**config.mk**
```make
export PLATFORM = sky130hd
export DESIGN_NAME = wb_crc_stream_feeder_flat
export DESIGN_NICKNAME = d
export VERILOG_FILES = /design/src/rtl/wb_crc_stream_feeder_pkg.sv /design/src/rtl/wb_crc_stream_feeder_if.sv /design/src/rtl/wb_crc_stream_feeder_fifo.sv /design/src/rtl/wb_crc_stream_feeder.sv /design/src/flat_wrapper.sv
export SDC_FILE = /design/constraint.sdc
export NUM_CORES = 1
export LEC_CHECK = 0
export CAP_MARGIN = 20
export CORE_AREA = 2 2 170 172
export DETAILED_ROUTE_END_ITERATION = 8
export DIE_AREA = 0 0 172 174
export PLACE_DENSITY = 0.76
export SYNTH_ARGS = -nofsm -noshare
export SYNTH_HDL_FRONTEND = slang
export SYNTH_HIERARCHICAL = 1
export SYNTH_SLANG_ARGS = --single-unit
```
**constraint.sdc**
```tcl
create_clock -name wb_clk_i -period 3.4 [get_ports wb_clk_i]
set_input_delay 0.34 -clock wb_clk_i [delete_from_list [all_inputs] [get_ports wb_clk_i]]
set_output_delay 0.34 -clock wb_clk_i [all_outputs]
set_load 0.02 [all_outputs]
```
**src/rtl/wb_crc_stream_feeder_pkg.sv**
```systemverilog
`default_nettype none
// +--------------------------------------------------------------------------+
// | Module   : crc_feeder_pkg                                                |
// | Purpose  : Shared types and constants for the wb_crc32 stream feeder:    |
// |            FSM state encoding, FIFO entry layout, default register map.  |
// | Ports    : none (package)                                                |
// | Revision : 1.0  initial release                                          |
// +--------------------------------------------------------------------------+
package crc_feeder_pkg;

   typedef enum logic [2:0] {
      ST_IDLE  = 3'd0,
      ST_INIT  = 3'd1,
      ST_WRITE = 3'd2,
      ST_READ  = 3'd3,
      ST_DRAIN = 3'd4
   } state_t;

   typedef struct packed {
      logic        last;
      logic [31:0] data;
   } fifo_entry_t;

   localparam logic [31:0] DEF_DATA_ADR   = 32'h0000_0000;
   localparam logic [31:0] DEF_INIT_ADR   = 32'h0008_0000;
   localparam logic [31:0] DEF_RESULT_ADR = 32'h0008_0004;
   localparam logic [31:0] DEF_INIT_VAL   = 32'hFFFF_FFFF;
   localparam logic [2:0]  CTI_CLASSIC    = 3'b000;
   localparam logic [3:0]  SEL_ALL        = 4'hF;

endpackage
`default_nettype wire

```
**src/rtl/wb_crc_stream_feeder_if.sv**
```systemverilog
`default_nettype none
// +--------------------------------------------------------------------------+
// | Module   : crc_stream_if / crc_wb_if                                     |
// | Purpose  : Bundles for the inbound word stream and the Wishbone B3       |
// |            classic bus towards the CRC slave.                            |
// | Ports    : crc_stream_if  s_data_i, s_valid_i, s_last_i, s_ready_o       |
// |            crc_wb_if      wb_adr_o, wb_dat_o, wb_sel_o, wb_we_o,         |
// |                           wb_cti_o, wb_cyc_o, wb_stb_o, wb_dat_i,        |
// |                           wb_ack_i                                       |
// | Revision : 1.0  initial release                                          |
// +--------------------------------------------------------------------------+
interface crc_stream_if;
   logic [31:0] s_data_i;
   logic        s_valid_i;
   logic        s_last_i;
   logic        s_ready_o;

   modport master (output s_data_i, s_valid_i, s_last_i, input s_ready_o);
   modport slave  (input s_data_i, s_valid_i, s_last_i, output s_ready_o);
endinterface

interface crc_wb_if;
   logic [31:0] wb_adr_o;
   logic [31:0] wb_dat_o;
   logic [3:0]  wb_sel_o;
   logic        wb_we_o;
   logic [2:0]  wb_cti_o;
   logic        wb_cyc_o;
   logic        wb_stb_o;
   logic [31:0] wb_dat_i;
   logic        wb_ack_i;

   modport master (output wb_adr_o, wb_dat_o, wb_sel_o, wb_we_o, wb_cti_o,
                          wb_cyc_o, wb_stb_o,
                   input  wb_dat_i, wb_ack_i);
   modport slave  (input  wb_adr_o, wb_dat_o, wb_sel_o, wb_we_o, wb_cti_o,
                          wb_cyc_o, wb_stb_o,
                   output wb_dat_i, wb_ack_i);
endinterface
`default_nettype wire

```
**src/rtl/wb_crc_stream_feeder_fifo.sv**
```systemverilog
`default_nettype none
// +--------------------------------------------------------------------------+
// | Module   : crc_feeder_fifo                                               |
// | Purpose  : Synchronous FIFO holding {last,data} stream entries.          |
// | Ports    : clk, rst_n (sync, active-low), i_push/i_data, i_pop,          |
// |            o_data (head), o_full (registered), o_count                   |
// | Revision : 1.0  initial release                                          |
// +--------------------------------------------------------------------------+
module crc_feeder_fifo #(
   parameter int DEPTH = 8,
   parameter int WIDTH = 33
) (
   input  wire logic                       clk,
   input  wire logic                       rst_n,
   input  wire logic                       i_push,
   input  wire logic [WIDTH-1:0]           i_data,
   input  wire logic                       i_pop,
   output logic      [WIDTH-1:0]           o_data,
   output logic                            o_full,
   output logic      [$clog2(DEPTH):0]     o_count
);
   localparam int             AW         = $clog2(DEPTH);
   localparam logic [AW:0]    C_FULL_CNT = (AW+1)'(DEPTH);

   logic [WIDTH-1:0] r_mem [DEPTH];
   logic [AW-1:0]    r_wr_ptr;
   logic [AW-1:0]    r_rd_ptr;
   logic [AW:0]      r_count;
   logic             r_full;
   logic             w_push;
   logic             w_pop;
   logic [AW:0]      w_count_nxt;

   // A push is refused whenever full, even if a pop frees a slot this cycle.
   assign w_push      = i_push && !r_full;
   assign w_pop       = i_pop && (r_count != '0);
   assign w_count_nxt = r_count + (AW+1)'(w_push) - (AW+1)'(w_pop);

   always_ff @(posedge clk) begin
      if (!rst_n) begin
         r_wr_ptr <= '0;
         r_rd_ptr <= '0;
         r_count  <= '0;
         r_full   <= 1'b0;
      end else begin
         if (w_push) r_wr_ptr <= r_wr_ptr + AW'(1);
         if (w_pop)  r_rd_ptr <= r_rd_ptr + AW'(1);
         r_count <= w_count_nxt;
         r_full  <= (w_count_nxt == C_FULL_CNT);
      end
   end

   // Storage needs no reset; pointers define validity.
   always_ff @(posedge clk) begin
      if (w_push) r_mem[r_wr_ptr] <= i_data;
   end

   assign o_data  = r_mem[r_rd_ptr];
   assign o_full  = r_full;
   assign o_count = r_count;
endmodule
`default_nettype wire

```
**src/rtl/wb_crc_stream_feeder.sv**
```systemverilog
`default_nettype none
// +--------------------------------------------------------------------------+
// | Module   : wb_crc_stream_feeder                                          |
// | Purpose  : Buffers a framed 32-bit word stream and feeds it to the       |
// |            wb_crc32 slave as a Wishbone classic master: seed, data       |
// |            writes, result read; reports the CRC as a one-cycle pulse.    |
// | Ports    : wb_clk_i, wb_rst_i (sync, active-low)                         |
// |            s  : stream sink (crc_stream_if.slave)                        |
// |            wb : Wishbone master (crc_wb_if.master)                       |
// |            crc_o, crc_valid_o, crc_err_o, busy_o                         |
// | Revision : 1.0  initial release                                          |
// +--------------------------------------------------------------------------+
module wb_crc_stream_feeder
   import crc_feeder_pkg::*;
#(
   parameter int          FIFO_DEPTH = 8,
   parameter logic [31:0] DATA_ADR   = DEF_DATA_ADR,
   parameter logic [31:0] INIT_ADR   = DEF_INIT_ADR,
   parameter logic [31:0] RESULT_ADR = DEF_RESULT_ADR,
   parameter logic [31:0] INIT_VAL   = DEF_INIT_VAL,
   parameter int          TIMEOUT    = 16
) (
   input  wire logic        wb_clk_i,
   input  wire logic        wb_rst_i,
   crc_stream_if.slave      s,
   crc_wb_if.master         wb,
   output logic [31:0]      crc_o,
   output logic             crc_valid_o,
   output logic             crc_err_o,
   output logic             busy_o
);
   localparam int            CW         = $clog2(FIFO_DEPTH) + 1;
   localparam int            TW         = $clog2(TIMEOUT + 1);
   localparam logic [TW-1:0] C_TMO_LAST = TW'(TIMEOUT - 1);

   state_t        r_state;
   logic          r_frame_start;
   logic          r_stb;
   logic [31:0]   r_adr;
   logic [31:0]   r_dat;
   logic          r_we;
   logic [TW-1:0] r_tmo;
   logic [31:0]   r_crc;
   logic          r_crc_valid;
   logic          r_crc_err;

   fifo_entry_t   w_head;
   logic          w_full;
   logic [CW-1:0] w_count;
   logic          w_empty;
   logic          w_ack;
   logic          w_tmo_hit;
   logic          w_pop;

   crc_feeder_fifo #(
      .DEPTH (FIFO_DEPTH),
      .WIDTH ($bits(fifo_entry_t))
   ) u_fifo (
      .clk     (wb_clk_i),
      .rst_n   (wb_rst_i),
      .i_push  (s.s_valid_i),
      .i_data  ({s.s_last_i, s.s_data_i}),
      .i_pop   (w_pop),
      .o_data  (w_head),
      .o_full  (w_full),
      .o_count (w_count)
   );

   assign w_empty   = (w_count == '0);
   assign w_ack     = r_stb && wb.wb_ack_i;
   // Fires on the last of TIMEOUT consecutive unacknowledged strobe cycles,
   // so the strobe is high for exactly TIMEOUT cycles before the abort.
   assign w_tmo_hit = r_stb && !wb.wb_ack_i && (r_tmo == C_TMO_LAST);
   assign w_pop     = ((r_state == ST_WRITE) && w_ack) ||
                      ((r_state == ST_DRAIN) && !w_empty);

   always_ff @(posedge wb_clk_i) begin
      if (!wb_rst_i) begin
         r_state       <= ST_IDLE;
         r_frame_start <= 1'b1;
         r_stb         <= 1'b0;
         r_adr         <= '0;
         r_dat         <= '0;
         r_we          <= 1'b0;
         r_tmo         <= '0;
         r_crc         <= '0;
         r_crc_valid   <= 1'b0;
         r_crc_err     <= 1'b0;
      end else begin
         r_crc_valid <= 1'b0;
         r_crc_err   <= 1'b0;

         // Every state change drops the strobe, so this also clears on exit.
         if (r_stb && !wb.wb_ack_i && !w_tmo_hit) r_tmo <= r_tmo + TW'(1);
         else                                     r_tmo <= '0;

         case (r_state)
            ST_IDLE: begin
               if (!w_empty) begin
                  r_stb <= 1'b1;
                  r_we  <= 1'b1;
                  if (r_frame_start) begin
                     r_state <= ST_INIT;
                     r_adr   <= INIT_ADR;
                     r_dat   <= INIT_VAL;
                  end else begin
                     r_state <= ST_WRITE;
                     r_adr   <= DATA_ADR;
                     r_dat   <= w_head.data;
                  end
               end
            end
            ST_INIT: begin
               if (w_ack) begin
                  r_stb         <= 1'b0;
                  r_frame_start <= 1'b0;
                  r_state       <= ST_IDLE;
               end else if (w_tmo_hit) begin
                  r_stb   <= 1'b0;
                  r_state <= ST_DRAIN;
               end
            end
            ST_WRITE: begin
               if (w_ack) begin
                  r_stb <= 1'b0;
                  if (w_head.last) begin
                     // Load the read address now; strobe rises after one idle cycle.
                     r_state <= ST_READ;
                     r_adr   <= RESULT_ADR;
                     r_dat   <= '0;
                     r_we    <= 1'b0;
                  end else begin
                     r_state <= ST_IDLE;
                  end
               end else if (w_tmo_hit) begin
                  r_stb   <= 1'b0;
                  r_state <= ST_DRAIN;
               end
            end
            ST_READ: begin
               if (!r_stb) begin
                  r_stb <= 1'b1;
               end else if (w_ack) begin
                  r_stb         <= 1'b0;
                  r_crc         <= wb.wb_dat_i;
                  r_crc_valid   <= 1'b1;
                  r_frame_start <= 1'b1;
                  r_state       <= ST_IDLE;
               end else if (w_tmo_hit) begin
                  // Last word was already consumed; nothing left to drain.
                  r_stb         <= 1'b0;
                  r_crc_err     <= 1'b1;
                  r_frame_start <= 1'b1;
                  r_state       <= ST_IDLE;
               end
            end
            ST_DRAIN: begin
               if (!w_empty && w_head.last) begin
                  r_crc_err     <= 1'b1;
                  r_frame_start <= 1'b1;
                  r_state       <= ST_IDLE;
               end
            end
            default: begin
               r_stb   <= 1'b0;
               r_state <= ST_IDLE;
            end
         endcase
      end
   end

   assign s.s_ready_o = !w_full;

   assign wb.wb_adr_o = r_adr;
   assign wb.wb_dat_o = r_dat;
   assign wb.wb_we_o  = r_we;
   assign wb.wb_sel_o = SEL_ALL;
   assign wb.wb_cti_o = CTI_CLASSIC;
   assign wb.wb_cyc_o = r_stb;
   assign wb.wb_stb_o = r_stb;

   assign crc_o       = r_crc;
   assign crc_valid_o = r_crc_valid;
   assign crc_err_o   = r_crc_err;
   assign busy_o      = (r_state != ST_IDLE) || !w_empty;
endmodule
`default_nettype wire

```
**src/flat_wrapper.sv**
```systemverilog
// flat-port wrapper written by rule: the top's interface ports become plain ports
module wb_crc_stream_feeder_flat import crc_feeder_pkg::*;
#(
   parameter int          FIFO_DEPTH = 8,
   parameter logic [31:0] DATA_ADR   = DEF_DATA_ADR,
   parameter logic [31:0] INIT_ADR   = DEF_INIT_ADR,
   parameter logic [31:0] RESULT_ADR = DEF_RESULT_ADR,
   parameter logic [31:0] INIT_VAL   = DEF_INIT_VAL,
   parameter int          TIMEOUT    = 16
)
  (wb_clk_i, wb_rst_i, crc_o, crc_valid_o, crc_err_o, busy_o, s_s_data_i, s_s_valid_i, s_s_last_i, s_s_ready_o, wb_wb_adr_o, wb_wb_dat_o, wb_wb_sel_o, wb_wb_we_o, wb_wb_cti_o, wb_wb_cyc_o, wb_wb_stb_o, wb_wb_dat_i, wb_wb_ack_i);
  crc_stream_if s_i ();
  crc_wb_if wb_i ();
  input  wire logic wb_clk_i;
  input  wire logic wb_rst_i;
  output logic [31:0] crc_o;
  output logic crc_valid_o;
  output logic crc_err_o;
  output logic busy_o;
  input wire logic [$bits(s_i.s_data_i)-1:0] s_s_data_i;
  input wire logic [$bits(s_i.s_valid_i)-1:0] s_s_valid_i;
  input wire logic [$bits(s_i.s_last_i)-1:0] s_s_last_i;
  output wire logic [$bits(s_i.s_ready_o)-1:0] s_s_ready_o;
  output wire logic [$bits(wb_i.wb_adr_o)-1:0] wb_wb_adr_o;
  output wire logic [$bits(wb_i.wb_dat_o)-1:0] wb_wb_dat_o;
  output wire logic [$bits(wb_i.wb_sel_o)-1:0] wb_wb_sel_o;
  output wire logic [$bits(wb_i.wb_we_o)-1:0] wb_wb_we_o;
  output wire logic [$bits(wb_i.wb_cti_o)-1:0] wb_wb_cti_o;
  output wire logic [$bits(wb_i.wb_cyc_o)-1:0] wb_wb_cyc_o;
  output wire logic [$bits(wb_i.wb_stb_o)-1:0] wb_wb_stb_o;
  input wire logic [$bits(wb_i.wb_dat_i)-1:0] wb_wb_dat_i;
  input wire logic [$bits(wb_i.wb_ack_i)-1:0] wb_wb_ack_i;
  assign s_i.s_data_i = s_s_data_i;
  assign s_i.s_valid_i = s_s_valid_i;
  assign s_i.s_last_i = s_s_last_i;
  assign s_s_ready_o = s_i.s_ready_o;
  assign wb_wb_adr_o = wb_i.wb_adr_o;
  assign wb_wb_dat_o = wb_i.wb_dat_o;
  assign wb_wb_sel_o = wb_i.wb_sel_o;
  assign wb_wb_we_o = wb_i.wb_we_o;
  assign wb_wb_cti_o = wb_i.wb_cti_o;
  assign wb_wb_cyc_o = wb_i.wb_cyc_o;
  assign wb_wb_stb_o = wb_i.wb_stb_o;
  assign wb_i.wb_dat_i = wb_wb_dat_i;
  assign wb_i.wb_ack_i = wb_wb_ack_i;
  wb_crc_stream_feeder #(.FIFO_DEPTH(FIFO_DEPTH), .DATA_ADR(DATA_ADR), .INIT_ADR(INIT_ADR), .RESULT_ADR(RESULT_ADR), .INIT_VAL(INIT_VAL), .TIMEOUT(TIMEOUT)) u_core (.wb_clk_i(wb_clk_i), .wb_rst_i(wb_rst_i), .s(s_i), .wb(wb_i), .crc_o(crc_o), .crc_valid_o(crc_valid_o), .crc_err_o(crc_err_o), .busy_o(busy_o));
endmodule
```
==> summary by stage <==
Clocking
The number of buffers on the longest clock path is 3. After clock tree synthesis, the setup repair step added 0 buffers. The post-CTS resize count is 0. The clock-pin transition on the worst setup and hold timing paths is 0.06 ns. The clock net in this run drives a total of 357 sinks. Buffers inserted to repair hold after CTS numbered 0. Clock tree synthesis selected as its root buffer the cell sky130_fd_sc_hd__clkbuf_16.

The TritonCTS clock tree is yes. The clock tree synthesis step divided the H-tree into 2 levels. Buffers inserted during clock tree synthesis total 36. The later pin in the worst-skew pair is clocked with a latency of 0.52 ns.

Synthesis
Among all flip-flop cells after synthesis, the most frequent one is sky130_fd_sc_hd__edfxtp_1. Averaged over all synthesized cells, the footprint is 16.6 µm². The number of enable-type register cells in the synthesized netlist is 264. Counting flops and latches in the post-synthesis netlist gives 357. The netlist area before placement is 13900 µm². The post-synthesis adder-cell area fraction is 0.862%. The portion of synthesized cell area occupied by the leading cell type is 56.9%. Of all flip-flops after synthesis, the portion carrying an async set or reset was 0%. After technology mapping, the gate count stands at 841. The share of the synthesized area in compound gates (AO/OA/AOI/OAI) is 4.57%. The sequential share of the synthesized area is 70.3%. After Yosys synthesis, and, or, nand and nor cells account for 5.73% of the synthesized area.

The combinational family with the most area after synthesis is multiplexers. The distinct cell type count after synthesis is 55. During synthesis, Yosys emitted a total of 6 warnings.

The post-synthesis cell type with the largest combined area is sky130_fd_sc_hd__edfxtp_1. The xor and xnor area share after synthesis is 0.440%. By area the synthesized netlist is led by sky130_fd_sc_hd__edfxtp_1 57%, sky130_fd_sc_hd__dfxtp_1 13%, sky130_fd_sc_hd__mux4_2 9.5%, sky130_fd_sc_hd__mux2_2 2.7%, sky130_fd_sc_hd__nand2_1 2.1%.

After synthesis, the share of cell area in mux cells is 14.0%.

Timing
The count of endpoints failing hold in the final timing report is 0. The worst clock skew is 0.0259 ns. Setup repair after global routing left no endpoint under its margin. The final critical-path share of the clock period is 77.8%. The worst-case headroom to the max-slew limit is 39.9%.

At the pin with the least slew margin, the transition time is 0.902 ns. The post-layout minimum cycle time is 2.65 ns. The max-slew violation total from the final report is 0. The final setup violation count is 0.

The fmax is 0.378 GHz. Hold timing on the final database bottoms out at a slack of 0.382 ns. Summed over all failing endpoints, the final setup total negative slack is 0 ns.

Worst setup path
In this run the worst path has a maximum fanout of 9. The data required time at the worst endpoint is 3.84 ns. The arrival time at the worst endpoint is 3.08 ns. The largest stage delay on the critical path is 0.42 ns. STA classifies the critical path startpoint as a register. The worst setup path is captured at a register. Walking the worst path, the cells encountered are nor4_4 -> buf_4 -> nor2_1 -> nand2_1 -> a21oi_1 -> nor2b_1 -> xor2_1 -> ha_1 -> fa_1 -> xnor2_1 -> nand4b_1 -> mux2i_1. The critical path is of the register to register type. The largest individual stage delay along the critical path comes from the cell sky130_fd_sc_hd__fa_1.

Die
The floorplan step defined a die boundary enclosing 29900 µm². Once the floorplan was initialized, standard cells occupied 49.3% of the core. The I/O pin count is 179. The floorplan core area is 28200 µm². The initialized floorplan defines 62 standard-cell rows. The width of the die is 172 µm. The height of the chip is 174 µm.

Pwr
The clock share of power is 34.3%. In this run, the combinational gates consume 17.6% of the power. The sequential group share of total power is 48.0%. In this run the power spent charging and discharging nets is 2.85 mW.

The internal power of the cells totals 8.32 mW. The standby leakage power is 5.47 nW. The total power density per cell area is 661 nW/µm². Total power for the finished layout comes to 11.2 mW. The worst voltage drop across the vdd grid is 0.526 mV.

The net switching fraction of the power is 25.5%.

Drt
The detailed router placed 7520 vias in this run. The violation count after the first detailed-route iteration is 581. The first detailed-routing pass ran for 4 iterations. After detailed routing, the number of remaining DRC violations is 0.

The remaining number of nets flagged by the antenna check after routing is 0. The final wirelength is 27300 µm. In the routed layout, each cell is associated on average with a via count of 5.34. The wire length per cell is 19.4 µm.

Layout
0 antenna diodes ended up in the layout. Cells fill 59.8% of the core in the end. The post-route netlist has 18.0% of its cells at a drive strength greater than 1. The area overhead of the layout relative to synthesis is 21.2%. In the layout the commonest cells are 264 x sky130_fd_sc_hd__edfxtp_1, 141 x sky130_fd_sc_hd__clkdlybuf4s50_1, 89 x sky130_fd_sc_hd__dfxtp_1, 77 x sky130_fd_sc_hd__nand2_1, 59 x sky130_fd_sc_hd__mux4_2. The leading cell type in the layout, fill and taps excluded is sky130_fd_sc_hd__edfxtp_1. The net count of the finished layout is 1073.

Placed design
The placed wire-length estimate after detailed placement is 16600 µm. During placement, the flow inserted port buffers numbering 141. At the end of routability-driven placement, the weighted congestion stood at 0.779.

Hold path
The class of the tightest hold or removal check is input pin to register.

Global route
Across every metal layer, demand over resource in global routing totals 18.5%. Entering global routing, the biggest net connects 58 pins. The initial antenna violation count is 0. For this run the aggregate overflow at the end of global routing stands at 0. The first global-routing pass estimated 42300 µm of wire. The number of global-route vias before repair is 7453.

Flow run
The number of max-cap violations is 0.

Run status
The flow ran to the end, and the final reports show no timing, DRC or antenna violations.
## path summary, 6_finish.rpt
check | cells after the start | start | slack (ns) | end
worst max-delay path | 12 | u_core/u_fifo/o_count[1] | 0.75 | u_core/u_fifo/o_full
worst min register to register | 1 | u_core/r_tmo[0] | 0.44 | u_core/r_tmo[0]
worst max register to register | 12 | u_core/u_fifo/o_count[1] | 0.75 | u_core/u_fifo/o_full
worst min-delay path | 3 | wb_wb_dat_i[23] | 0.38 | u_core/crc_o[23]
## final cells by class
cell class	instances	area [µm²]
inverters	8	30.0
flip-flops and latches	357	9800
repair buffers	166	1630
well taps	384	480
multi-input cells	426	3790
clock inverters	15	158
fillers	2051	11400
clock buffers	51	998
## cell families (layout without fill, tap and decap cells)
| family | after synthesis | in the layout |
|---|---|---|
| XOR/XNOR | 7 | 7 |
| AND/OR/NAND/NOR | 175 | 175 |
| AO/OA/AOI/OAI | 92 | 92 |
| multiplexers | 106 | 106 |
| buffers and inverters | 93 | 240 |
| flip-flops | 357 | 357 |
| other | 2 | 37 |
| adder cells (fa/ha/maj) | 9 | 9 |
## cells in the mapped netlist, types with 2 or more instances
master and instances:
sky130_fd_sc_hd__edfxtp_1 264, sky130_fd_sc_hd__dfxtp_1 93, sky130_fd_sc_hd__nand2_1 77, sky130_fd_sc_hd__mux4_2 59, sky130_fd_sc_hd__nor2_1 56, sky130_fd_sc_hd__a21oi_1 40
sky130_fd_sc_hd__buf_4 38, sky130_fd_sc_hd__mux2_2 33, sky130_fd_sc_hd__o2bb2ai_1 32, sky130_fd_sc_hd__clkbuf_1 20, sky130_fd_sc_hd__buf_2 19, sky130_fd_sc_hd__ha_1 8
sky130_fd_sc_hd__inv_1 8, sky130_fd_sc_hd__nand2b_1 8, sky130_fd_sc_hd__mux2i_1 7, sky130_fd_sc_hd__mux4_1 7, sky130_fd_sc_hd__nor3_1 6, sky130_fd_sc_hd__and2_1 4
sky130_fd_sc_hd__buf_6 4, sky130_fd_sc_hd__nor2b_1 4, sky130_fd_sc_hd__xor2_1 4, sky130_fd_sc_hd__a21boi_0 3, sky130_fd_sc_hd__nand3b_1 3, sky130_fd_sc_hd__o21ai_0 3
sky130_fd_sc_hd__xnor2_1 3, sky130_fd_sc_hd__a2bb2oi_1 2, sky130_fd_sc_hd__buf_1 2, sky130_fd_sc_hd__conb_1 2, sky130_fd_sc_hd__nand4_1 2, sky130_fd_sc_hd__nand4b_1 2
sky130_fd_sc_hd__o21a_1 2, sky130_fd_sc_hd__o22a_1 2, sky130_fd_sc_hd__or3_1 2
## power by group through the flow
stage | sequential [mW] | combinational, mW | clock [mW]
CTS | 5.37 | 2.00 | 3.92
global placement | 5.43 | 1.96 | 0
detailed placement | 5.45 | 1.99 | 0
floorplan | 5.59 | 0.978 | 0
finish | 5.36 | 1.97 | 3.83
global route | 5.41 | 2.13 | 4.09
## sequential cells by signal (all words and copies together), names as in the netlist, named ones only
name	count
u_core/wb.wb_cyc_o	1
u_core/wb.wb_dat_o	32
u_core/crc_err_o	1
u_core/crc_o	32
u_core/u_fifo/r_wr_ptr	3
u_core/u_fifo/o_count	4
u_core/wb.wb_we_o	1
u_core/u_fifo/r_rd_ptr	3
u_core/u_fifo/o_full	1
u_core/u_fifo/r_mem	264
u_core/wb.wb_adr_o	2
u_core/crc_valid_o	1
u_core/r_frame_start	1
u_core/r_state	3
u_core/r_tmo	5
## stage by stage
step | setup WS, ns | std cells | cell area [µm²]
2_1_floorplan | 0.659 | 876 | 14100
3_3_place_gp | 0.596 | 1340 | 15700
3_5_place_dp | 0.530 | 1340 | 15700
4_1_cts | 0.743 | 1406 | 16900
5_1_grt | 0.532 | 1407 | 16900
6_report | 0.754 | 1407 | 16900
## layer usage
metal	GRT usage (%)	vias up	part of all wire, %
li1	-	3442	-
met1	24.7	3781	42
met2	31.4	260	50
met3	3.44	37	6.3
met4	4.66	0	1.7
met5	0	-	0
## critical path, delay by kind of cell (launching register included)
family                     cells  cell delay (ns)
and+or+nand+nor                5             0.72
adders and majority gates      2             0.68
xor gates and xnor gates       2             0.43
DFF                            1             0.35
buffers and inverters          1             0.20
muxes                          1             0.15
AOI/OAI and AO/OA              1             0.07
(Power assumes the default switching activity.)
